### config.mk
export PLATFORM = sky130hd
export DESIGN_NAME = mem_port_arbiter
export DESIGN_NICKNAME = d
export VERILOG_FILES = /design/src/rtl/mem_port_arbiter.sv
export SDC_FILE = /design/constraint.sdc
export NUM_CORES = 1
export LEC_CHECK = 0
export CORE_MARGIN = 2
export CORE_UTILIZATION = 39
export CTS_BUF_LIST = sky130_fd_sc_hd__clkbuf_4 sky130_fd_sc_hd__clkbuf_8
export DETAILED_ROUTE_END_ITERATION = 12
export PLACE_DENSITY = 0.77
export SLEW_MARGIN = 20
export SYNTH_ARGS = -nofsm -noshare
export SYNTH_HDL_FRONTEND = slang
export SYNTH_SLANG_ARGS = --single-unit
### constraint.sdc
create_clock -name clk -period 1.73 [get_ports clk]
set_input_delay 0.2595 -clock clk [delete_from_list [all_inputs] [get_ports clk]]
set_output_delay 0.2595 -clock clk [all_outputs]
set_load 0.05 [all_outputs]
### src/rtl/mem_port_arbiter.sv
// Shares one single-port memory between instruction fetch and load/store requesters.
// Data wins by default; a starvation limiter forces fetch through and a watchdog aborts hung accesses.
module mem_port_arbiter #(
    parameter int STARVE_MAX = 4,
    parameter int TIMEOUT    = 255
) (
    input  logic        clk,
    input  logic        reset,
    input  logic        i_req,
    input  logic [31:0] i_addr,
    output logic [31:0] i_rdata,
    output logic        i_valid,
    input  logic        d_req,
    input  logic        d_we,
    input  logic [31:0] d_addr,
    input  logic [31:0] d_wdata,
    output logic [31:0] d_rdata,
    output logic        d_valid,
    output logic        err,
    output logic        mem_req,
    output logic        mem_we,
    output logic [31:0] mem_addr,
    output logic [31:0] mem_wdata,
    input  logic [31:0] mem_rdata,
    input  logic        mem_ready
);

    typedef enum logic [2:0] {
        IDLE   = 3'd0,
        BUSY_I = 3'd1,
        BUSY_D = 3'd2,
        DONE_I = 3'd3,
        DONE_D = 3'd4
    } state_t;

    localparam logic [3:0] L_STARVE_MAX   = 4'(STARVE_MAX);
    localparam logic [7:0] L_TIMEOUT_LAST = 8'(TIMEOUT - 1);

    state_t      r_state;
    logic [3:0]  r_starve_cnt;
    logic [7:0]  r_timeout_cnt;
    logic        r_mem_req;
    logic        r_mem_we;
    logic [31:0] r_mem_addr;
    logic [31:0] r_mem_wdata;
    logic [31:0] r_i_rdata;
    logic [31:0] r_d_rdata;
    logic        r_i_valid;
    logic        r_d_valid;
    logic        r_err;

    state_t      w_state_nxt;
    logic [3:0]  w_starve_cnt_nxt;
    logic [7:0]  w_timeout_cnt_nxt;
    logic        w_mem_req_nxt;
    logic        w_mem_we_nxt;
    logic [31:0] w_mem_addr_nxt;
    logic [31:0] w_mem_wdata_nxt;
    logic [31:0] w_i_rdata_nxt;
    logic [31:0] w_d_rdata_nxt;
    logic        w_i_valid_nxt;
    logic        w_d_valid_nxt;
    logic        w_err_nxt;

    // Next-state and next-output computation; completion pulses default low so they last one cycle.
    always_comb begin
        w_state_nxt       = r_state;
        w_starve_cnt_nxt  = r_starve_cnt;
        w_timeout_cnt_nxt = r_timeout_cnt;
        w_mem_req_nxt     = r_mem_req;
        w_mem_we_nxt      = r_mem_we;
        w_mem_addr_nxt    = r_mem_addr;
        w_mem_wdata_nxt   = r_mem_wdata;
        w_i_rdata_nxt     = r_i_rdata;
        w_d_rdata_nxt     = r_d_rdata;
        w_i_valid_nxt     = 1'b0;
        w_d_valid_nxt     = 1'b0;
        w_err_nxt         = 1'b0;

        case (r_state)
            IDLE: begin
                if (i_req && (!d_req || (r_starve_cnt == L_STARVE_MAX))) begin
                    w_state_nxt      = BUSY_I;
                    w_mem_req_nxt    = 1'b1;
                    w_mem_we_nxt     = 1'b0;
                    w_mem_addr_nxt   = i_addr;
                    w_starve_cnt_nxt = 4'd0;
                end else if (d_req) begin
                    w_state_nxt     = BUSY_D;
                    w_mem_req_nxt   = 1'b1;
                    w_mem_we_nxt    = d_we;
                    w_mem_addr_nxt  = d_addr;
                    w_mem_wdata_nxt = d_wdata;
                    // Count only data grants that actually passed over a waiting fetch.
                    if (i_req) begin
                        if (r_starve_cnt < L_STARVE_MAX) begin
                            w_starve_cnt_nxt = r_starve_cnt + 4'd1;
                        end else begin
                            w_starve_cnt_nxt = r_starve_cnt;
                        end
                    end else begin
                        w_starve_cnt_nxt = 4'd0;
                    end
                end else begin
                    w_mem_req_nxt = 1'b0;
                    w_mem_we_nxt  = 1'b0;
                end
            end
            BUSY_I, BUSY_D: begin
                if (mem_ready) begin
                    if (r_state == BUSY_I) begin
                        w_i_rdata_nxt = mem_rdata;
                    end else if (!r_mem_we) begin
                        w_d_rdata_nxt = mem_rdata;
                    end else begin
                        w_d_rdata_nxt = r_d_rdata;
                    end
                    w_mem_req_nxt     = 1'b0;
                    w_mem_we_nxt      = 1'b0;
                    w_timeout_cnt_nxt = 8'd0;
                    w_i_valid_nxt     = (r_state == BUSY_I);
                    w_d_valid_nxt     = (r_state == BUSY_D);
                    w_state_nxt       = (r_state == BUSY_I) ? DONE_I : DONE_D;
                end else if (r_timeout_cnt == L_TIMEOUT_LAST) begin
                    w_mem_req_nxt     = 1'b0;
                    w_mem_we_nxt      = 1'b0;
                    w_timeout_cnt_nxt = 8'd0;
                    w_err_nxt         = 1'b1;
                    w_i_valid_nxt     = (r_state == BUSY_I);
                    w_d_valid_nxt     = (r_state == BUSY_D);
                    w_state_nxt       = (r_state == BUSY_I) ? DONE_I : DONE_D;
                end else begin
                    w_timeout_cnt_nxt = r_timeout_cnt + 8'd1;
                end
            end
            DONE_I, DONE_D: begin
                w_state_nxt = IDLE;
            end
            default: begin
                w_state_nxt   = IDLE;
                w_mem_req_nxt = 1'b0;
                w_mem_we_nxt  = 1'b0;
            end
        endcase
    end

    // State and output registers; reset abandons any in-flight access without a completion pulse.
    always_ff @(posedge clk or negedge reset) begin
        if (!reset) begin
            r_state       <= IDLE;
            r_starve_cnt  <= 4'd0;
            r_timeout_cnt <= 8'd0;
            r_mem_req     <= 1'b0;
            r_mem_we      <= 1'b0;
            r_mem_addr    <= 32'd0;
            r_mem_wdata   <= 32'd0;
            r_i_rdata     <= 32'd0;
            r_d_rdata     <= 32'd0;
            r_i_valid     <= 1'b0;
            r_d_valid     <= 1'b0;
            r_err         <= 1'b0;
        end else begin
            r_state       <= w_state_nxt;
            r_starve_cnt  <= w_starve_cnt_nxt;
            r_timeout_cnt <= w_timeout_cnt_nxt;
            r_mem_req     <= w_mem_req_nxt;
            r_mem_we      <= w_mem_we_nxt;
            r_mem_addr    <= w_mem_addr_nxt;
            r_mem_wdata   <= w_mem_wdata_nxt;
            r_i_rdata     <= w_i_rdata_nxt;
            r_d_rdata     <= w_d_rdata_nxt;
            r_i_valid     <= w_i_valid_nxt;
            r_d_valid     <= w_d_valid_nxt;
            r_err         <= w_err_nxt;
        end
    end

    assign i_rdata   = r_i_rdata;
    assign i_valid   = r_i_valid;
    assign d_rdata   = r_d_rdata;
    assign d_valid   = r_d_valid;
    assign err       = r_err;
    assign mem_req   = r_mem_req;
    assign mem_we    = r_mem_we;
    assign mem_addr  = r_mem_addr;
    assign mem_wdata = r_mem_wdata;

endmodule
==> results of run 1 <==
## area by class of cell
cell class	instances	area (um^2)
Inverter	9	33.8
Timing Repair Buffer	299	2790
Multi-Input combinational cell	299	2220
Clock inverter	14	201
Tap cell	188	235
Clock buffer	18	241
Sequential cell	148	3700
Fill cell	1174	5770
## how the worst max path moves through the flow
stage                               end            start  cells after the start  slack, ns
final                      mem_wdata[1]  r_starve_cnt[0]                      7       0.04
after global routing       mem_wdata[1]  r_starve_cnt[0]                      7      -0.01
after CTS                   mem_addr[0]  r_starve_cnt[0]                      8       0.02
after detailed placement  mem_wdata[12]            i_req                      6      -0.14
after global placement     mem_wdata[4]            i_req                      6      -0.12
after floorplan           mem_wdata[13]  r_starve_cnt[0]                      8       0.03
## registers in the layout, summed over array words and instances (netlist names), 3 cells and up
| name | count |
|---|---|
| d_rdata | 32 |
| i_rdata | 32 |
| mem_addr | 32 |
| mem_wdata | 32 |
| r_starve_cnt | 4 |
| r_state | 3 |
| r_timeout_cnt | 8 |
## synth_stat cells
| cell type | instances | area share, % |
|---|---|---|
| buf_4 | 5 | 0.62 |
| o211ai_1 | 1 | 0.12 |
| or2_0 | 1 | 0.10 |
| a41o_1 | 1 | 0.17 |
| a221o_1 | 1 | 0.17 |
| o31a_1 | 1 | 0.14 |
| a21oi_1 | 67 | 5.5 |
| nor3_2 | 1 | 0.17 |
| and4_4 | 1 | 0.19 |
| clkbuf_2 | 1 | 0.082 |
| dfrtp_1 | 148 | 61 |
| a22o_1 | 1 | 0.14 |
| nand3b_4 | 1 | 0.33 |
| nor2_1 | 38 | 2.4 |
| a31oi_1 | 5 | 0.52 |
| ha_1 | 4 | 0.83 |
| a21oi_2 | 1 | 0.14 |
| nor2b_1 | 1 | 0.10 |
| o21ai_1 | 2 | 0.17 |
| buf_6 | 3 | 0.56 |
| nor3_1 | 1 | 0.082 |
| o22ai_1 | 1 | 0.10 |
| and4_1 | 1 | 0.14 |
| mux2_2 | 82 | 15 |
| o311ai_1 | 2 | 0.29 |
| buf_2 | 11 | 0.91 |
| o21ai_0 | 3 | 0.25 |
| clkbuf_1 | 8 | 0.50 |
| inv_1 | 9 | 0.56 |
| a211o_1 | 1 | 0.14 |
| a41oi_4 | 1 | 0.45 |
| nand4_1 | 2 | 0.21 |
| nand2b_1 | 2 | 0.21 |
| and3_1 | 7 | 0.72 |
| nor4_1 | 2 | 0.21 |
| a221oi_1 | 1 | 0.14 |
| a21o_1 | 1 | 0.12 |
| o21a_1 | 2 | 0.25 |
| nand2_1 | 41 | 2.5 |
| mux2_1 | 15 | 2.8 |
| xnor2_1 | 1 | 0.14 |
| o31ai_1 | 1 | 0.12 |
| nand3_1 | 5 | 0.41 |
## power by group through the flow
stage	sequential (mW)	clock, mW	combinational, mW
after floorplan	11.5	0	2.91
after global placement	6.17	0	12.1
after detailed placement	6.26	0	12.2
after CTS	6.23	3.06	12.3
after global routing	6.47	3.23	13.0
final	6.25	2.98	12.4
## logic make-up (layout without fill, tap and decap cells)
logic type	after synthesis	after routing	synth area share, %
adders and majority gates	4	4	0.825
DFF	148	148	61.1
muxes	97	97	18.0
xor gates and xnor gates	1	1	0.144
buffers and inverters	37	340	3.22
AOI/OAI and AO/OA	93	93	8.97
and+or+nand+nor	104	104	7.76
## routing by layer
layer | vias up | wire length, um
li1 | 2269 | -
met1 | 2450 | 6610
met2 | 261 | 8650
met3 | 23 | 1580
met4 | 0 | 323
met5 | - | 0
## per-stage QoR
step	instances	utilization [%]	total power, mW	setup WS, ns
final	975	62.0	21.6	0.0409
after global routing	975	62.0	22.7	-0.00996
after CTS	970	61.2	21.6	0.0233
after detailed placement	936	57.9	18.5	-0.143
after global placement	936	57.9	18.2	-0.117
after floorplan	484	-	14.4	0.0254
## worst max-delay path, stage by stage, from the launching register on
cell and delay (ns):
dfrtp_1 0.38, inv_1 0.10, ha_4 0.15, nand3b_4 0.07, o21ai_2 0.13, nand2b_4 0.21, buf_16 0.17, mux2_2 0.35
## timing repair
action / 4_1_cts / 5_1_grt
setup endpoints to repair: 34 / 80
gates cloned: 1 / 3
pin swaps: 0 / 1
buffers inserted: 0 / 2
gates resized for setup: 8 / 6
hold buffers: 1 / 0
hold endpoints to repair: 38 / 0
==> impl_summary.txt, run 1 <==
----------------------------------------------------
[Outcome]
  Status ... finished, final reports clean

[Detailed routing]
  DRC errors left ... 0
  Total wire length ... 17.2 mm
  DR pass1 iterations ... 5
  Antenna Nets Post-Route ... 0
  Via/cell ratio ... 5.13
  WL per Instance ... 17.6 um
  Drt initial violations ... 226
  Vias after detailed routing ... 5,003

[Synthesis]
  Synth Register Bits ... 148
  Number of cells produced by synthesis ... 484
  Part of the Yosys area used for sequential elements ... 61.1%
  Number of library cell types mapped by synthesis ... 43
  Warnings, synthesis ... 0
  Synthesized area ... 6060 um^2
  Synthesized area per cell ... 12.5 um^2
  Post-Syn Nets ... 622

[Pwr]
  Reported leakage power ... 4.30 nW
  Combinational fraction of design power ... 57.3%
  Total power per unit cell area ... 2290 nW/um^2
  Sw frac ... 49.0%
  Share of total power in sequential cells ... 28.9%
  Relative contribution of the clock network to total power ... 13.8%
  Net switching power ... 10.6 mW
  Internal cell power ... 11.0 mW
  Peak supply drop ... 0.00118 V

[Critical path]
  Crit path kind ... register to register
  Worst reg2reg startpoint ... r_starve_cnt[0]
  Top fanout value on the critical path ... 16
  Worst EP arrival ... 2.01 ns
  Setup crit end kind ... register
  Sort of element at the start of the critical path ... register
  Minimum setup slack among reg-to-reg paths ... 0.04 ns
  Worst-case reg-to-reg path depth ... 7
  Capturing point of the worst reg2reg path ... mem_wdata[1]
  Crit path required time ... 2.05 ns

[GRT]
  Maximum number of pins on one net before global-route repair ... 43
  Number of global-route vias before repair ... 5,166
  Overflow after GRT ... 0
  Met3 Use GR ... 6.53%
  Wire length of the first global-routing pass ... 25.8 mm
  Met1 layer usage reported by global route ... 23.5%
  Gr busiest metal ... met2
  Antenna violations before repair ... 0
  Met2 track demand over resource ... 34.4%
  Total routing resource utilization after global routing ... 20.0%

[Timing]
  Final-report max-slew violation count ... 0
  Hold Worst Slack ... 0.310 ns
  Setup TNS ... 0 ns
  Transition time of the tightest slew-check pin ... 0.488 ns
  Final number of hold-violating endpoints ... 0
  Time the final worst path needs with I/O delays and setup ... 1.69 ns
  Tightest slew margin relative to the limit ... 67.6%
  Ratio of final minimum period to clock period ... 97.6%
  Final setup violating endpoints ... 0
  Max Clock Freq ... 592 MHz
  Worst Skew ... 0.0167 ns

[Placed design]
  Routability-driven placement congestion ratio ... 0.807
  HPWL reported at the end of detailed placement ... 12.3 mm
  Quantity of I/O buffers inserted on ports ... 266
  Post-placement cell area ... 8800 um^2

[Floorplanning]
  Num ports ... 267
  DIE WIDTH ... 129 um
  Placeable core region ... 15,200 um^2
  Die Ht ... 129 um
  Total number of placement rows ... 45
  Die ar. ... 16,600 um^2
  Starting density of the core ... 39.9%

[Flow run]
  Count of maximum capacitance violations ... 0

[Layout]
  Final standard cell area without fillers ... 9430 um^2
  Most used cells in the layout excluding fill and tap cells ... 149 x buf_4, 147 x dfrtp_1, 132 x clkdlybuf4s50_1
  Antenna Cells ... 0
  Most common library cell in the layout ignoring fill and taps ... buf_4
  Area Growth Syn to Fin ... 55.5%
  Share of cells above drive strength 1 ... 37.2%
  Total Nets Final ... 912

[CTS]
  Clock sink count ... 148
  H-tree levels ... 4
  Number of buffers on the longest clock path ... 2
  Clock-pin slew of the registers on the worst-case setup and hold paths ... 0.08 ns
  Clock root cell ... clkbuf_8
  Clock tree from TritonCTS ... done
  Num CTS Buffers ... 17
  Insertion delay of the later-clocked pin in the worst-skew pair ... 0.44 ns

[Min path]
  Worst hold-check path type ... input pin to asynchronous set/reset pin

----------------------------------------------------
(Power assumes the default switching activity.)
==> run 2: changes to the inputs <==
--- a/config.mk
+++ b/config.mk
@@ -5,8 +5,9 @@
 export SDC_FILE = /design/constraint.sdc
 export NUM_CORES = 1
 export LEC_CHECK = 0
+export ABC_AREA = 1
 export CORE_MARGIN = 2
-export CORE_UTILIZATION = 39
+export CORE_UTILIZATION = 40
 export CTS_BUF_LIST = sky130_fd_sc_hd__clkbuf_4 sky130_fd_sc_hd__clkbuf_8
 export DETAILED_ROUTE_END_ITERATION = 12
 export PLACE_DENSITY = 0.77
==> impl_summary.txt, run 2 <==
----------------------------------------------------
[Placed design]
  Routability-driven placement congestion ratio ... 0.808
  Post-placement cell count ... 1,222
  HPWL reported at the end of detailed placement ... 12.9 mm
  Quantity of I/O buffers inserted on ports ... 266
  Post-placement setup slack ... -0.0360 ns

[Pwr]
  Internal cell power ... 9.62 mW
  Relative contribution of the clock network to total power ... 13.6%
  Combinational fraction of design power ... 56.4%
  Reported leakage power ... 5.10 nW
  Sw frac ... 50.7%
  Share of total power in sequential cells ... 30.0%
  Net switching power ... 9.90 mW
  Total power per unit cell area ... 2020 nW/um^2
  Peak supply drop ... 0.00120 V

[Timing]
  Tightest slew margin relative to the limit ... 67.6%
  Worst Skew ... 0.0128 ns
  Crit path setup slack, layout ... 0.126 ns
  Final-report max-slew violation count ... 0
  Time the final worst path needs with I/O delays and setup ... 1.60 ns
  Final setup violating endpoints ... 0
  Setup repair after global routing missed its margin ... no
  Transition time of the tightest slew-check pin ... 0.488 ns
  Max Clock Freq ... 624 MHz
  Ratio of final minimum period to clock period ... 92.7%
  Final number of hold-violating endpoints ... 0

[Layout]
  Total Nets Final ... 1,164
  Most used cells in the layout excluding fill and tap cells ... 296 x nand2_1, 148 x dfrtp_1, 135 x buf_4
  Most common library cell in the layout ignoring fill and taps ... nand2_1
  Area Growth Syn to Fin ... 47.1%
  Fin cells ... 1,254
  Share of cells above drive strength 1 ... 21.9%
  Antenna Cells ... 0
  Layout filler cell count ... 1,389

[Flow run]
  Count of maximum capacitance violations ... 0

[Floorplanning]
  Placeable core region ... 15,900 um^2
  Die ar. ... 17,400 um^2
  Starting density of the core ... 41.1%
  Total number of placement rows ... 46
  DIE WIDTH ... 132 um
  Die Ht ... 132 um
  Num ports ... 267

[Critical path]
  Setup crit end kind ... register
  Critical Path, Cell by Cell ... inv_1 > ha_1 > nand3_1 > nand2_2 > nand2_4 > buf_12 > nand2_1 > nand2_1 > nand2_1 > nand2_1
  Worst EP arrival ... 1.93 ns
  Capturing point of the worst reg2reg path ... mem_addr[24]
  Worst reg2reg startpoint ... r_starve_cnt[0]
  Sort of element at the start of the critical path ... register
  CP max stage delay ... 0.41 ns
  Crit path kind ... register to register
  Minimum setup slack among reg-to-reg paths ... 0.13 ns
  Crit path required time ... 2.06 ns
  Cell with the most instances on the worst path ... nand2_1
  Top fanout value on the critical path ... 29
  Cell with the largest stage delay on the worst path ... dfrtp_1
  Worst-case reg-to-reg path depth ... 10

[Synthesis]
  Warnings, synthesis ... 0
  Post-synth top area cell ... dfrtp_1
  Most common library cells after synthesis ... 296 x nand2_1, 148 x dfrtp_1, 83 x inv_1
  Post-Syn Nets ... 891
  FFs w/ async S/R, synth ... 100%
  Number of library cell types mapped by synthesis ... 27
  Number of cells produced by synthesis ... 753
  Synthesized area ... 6560 um^2
  Synth Register Bits ... 148
  Post-synth EDFFs ... 0
  Most used flip-flop cell after synthesis ... dfrtp_1
  Post-synth top area share ... 56.5%
  Biggest area contributors in the synthesized netlist ... dfrtp_1 56%, nand2_1 17%, inv_1 4.8%, o21ai_2 4.3%, nand3_1 3.1%
  Part of the Yosys area used for sequential elements ... 56.5%
  Count leader, synth ... nand2_1
  Synthesized area per cell ... 8.71 um^2

[Detailed routing]
  Via/cell ratio ... 4.59
  DR pass1 iterations ... 5
  Total wire length ... 17.0 mm
  Drt initial violations ... 268
  WL per Instance ... 13.5 um
  Vias after detailed routing ... 5,756
  Antenna Nets Post-Route ... 0
  DRC errors left ... 0

[GRT]
  Total routing resource utilization after global routing ... 20.2%
  Number of global-route vias before repair ... 5,629
  Overflow after GRT ... 0
  Maximum number of pins on one net before global-route repair ... 65
  Antenna violations before repair ... 0
  Wire length of the first global-routing pass ... 28.1 mm

[Outcome]
  Status ... finished, final reports clean

[CTS]
  Insertion delay of the later-clocked pin in the worst-skew pair ... 0.44 ns
  Clock-pin slew of the registers on the worst-case setup and hold paths ... 0.08 ns
  Clock root cell ... clkbuf_8
  Num CTS Buffers ... 17
  H-tree levels ... 4
  Number of buffers on the longest clock path ... 2
  Clock tree from TritonCTS ... done
  Clock sink count ... 148

[Min path]
  Worst hold-check path type ... input pin to asynchronous set/reset pin

----------------------------------------------------
-- run 2: what timing repair did --
item | 4_1_cts | 5_1_grt
buffers inserted | 0 | 0
hold endpoints to repair | 41 | 0
hold buffers | 1 | 0
gates resized for setup | 7 | 1
setup endpoints to repair | 7 | 6
-- run 2: metrics by stage --
step / hold WS, ns / util (%) / instance area (um^2) / total power [mW] / TNS (ns)
6_report: 0.317 / 60.5 / 9640 / 19.5 / 0
5_1_grt: 0.329 / 60.5 / 9640 / 20.6 / 0
4_1_cts: 0.304 / 60.5 / 9640 / 19.7 / 0
3_5_place_dp: 0.225 / 58.0 / 9240 / 17.1 / -0.0759
3_3_place_gp: 0.225 / 58.0 / 9240 / 16.9 / 0
2_1_floorplan: -0.0361 / - / 6560 / 13.4 / 0
-- run 2: kinds of logic (layout without fill, tap and decap cells) --
kind of cell / Yosys count / after routing / synth area share, %
AND/OR/NAND/NOR: 365 / 365 / 23.1
flip-flops: 148 / 148 / 56.5
buffers and inverters: 122 / 407 / 8.78
AO/OA/AOI/OAI: 110 / 110 / 10.3
adder cells (fa/ha/maj): 4 / 4 / 0.764
XOR/XNOR: 4 / 4 / 0.535
-- run 2: final cells by class --
cell class | count | area, um^2 | share of cell area, %
Timing Repair Buffer | 289 | 2670 | 27.7
Sequential cell | 148 | 3700 | 38.4
Inverter | 87 | 327 | 3.39
Tap cell | 216 | 270 | 2.80
Clock buffer | 20 | 269 | 2.79
Multi-Input combinational cell | 483 | 2280 | 23.6
Clock inverter | 11 | 128 | 1.32
-- run 2: metal layers --
metal,track usage [%],vias up,wire [um]
li1,-,2886,-
met1,25.4,2631,7240
met2,33.0,219,7960
met3,6.54,20,1470
met4,7.00,0,310
met5,0,-,0
-- run 2: power by group through the flow --
stage	combinational (mW)	clock (mW)	sequential, mW
detailed placement	11.2	0	5.89
finish	11.0	2.66	5.85
CTS	11.1	2.74	5.86
global placement	11.0	0	5.88
floorplan	2.68	0	10.7
global route	11.7	2.90	6.06
-- run 2: critical path, delay by kind of cell (launching register included) --
kind	cells	cell delay (ns)
buffers and inverters	2	0.27
adder cells (fa/ha/maj)	1	0.15
flip-flops	1	0.41
AND/OR/NAND/NOR	7	0.66
-- run 2: how the worst max path moves through the flow --
stage	start	endpoint
floorplan	r_starve_cnt[0]	mem_wdata[24]
global route	r_starve_cnt[0]	mem_addr[26]
finish	r_starve_cnt[0]	mem_addr[24]
CTS	r_starve_cnt[0]	mem_addr[29]
global placement	i_req	r_starve_cnt[1]
detailed placement	i_req	r_starve_cnt[1]
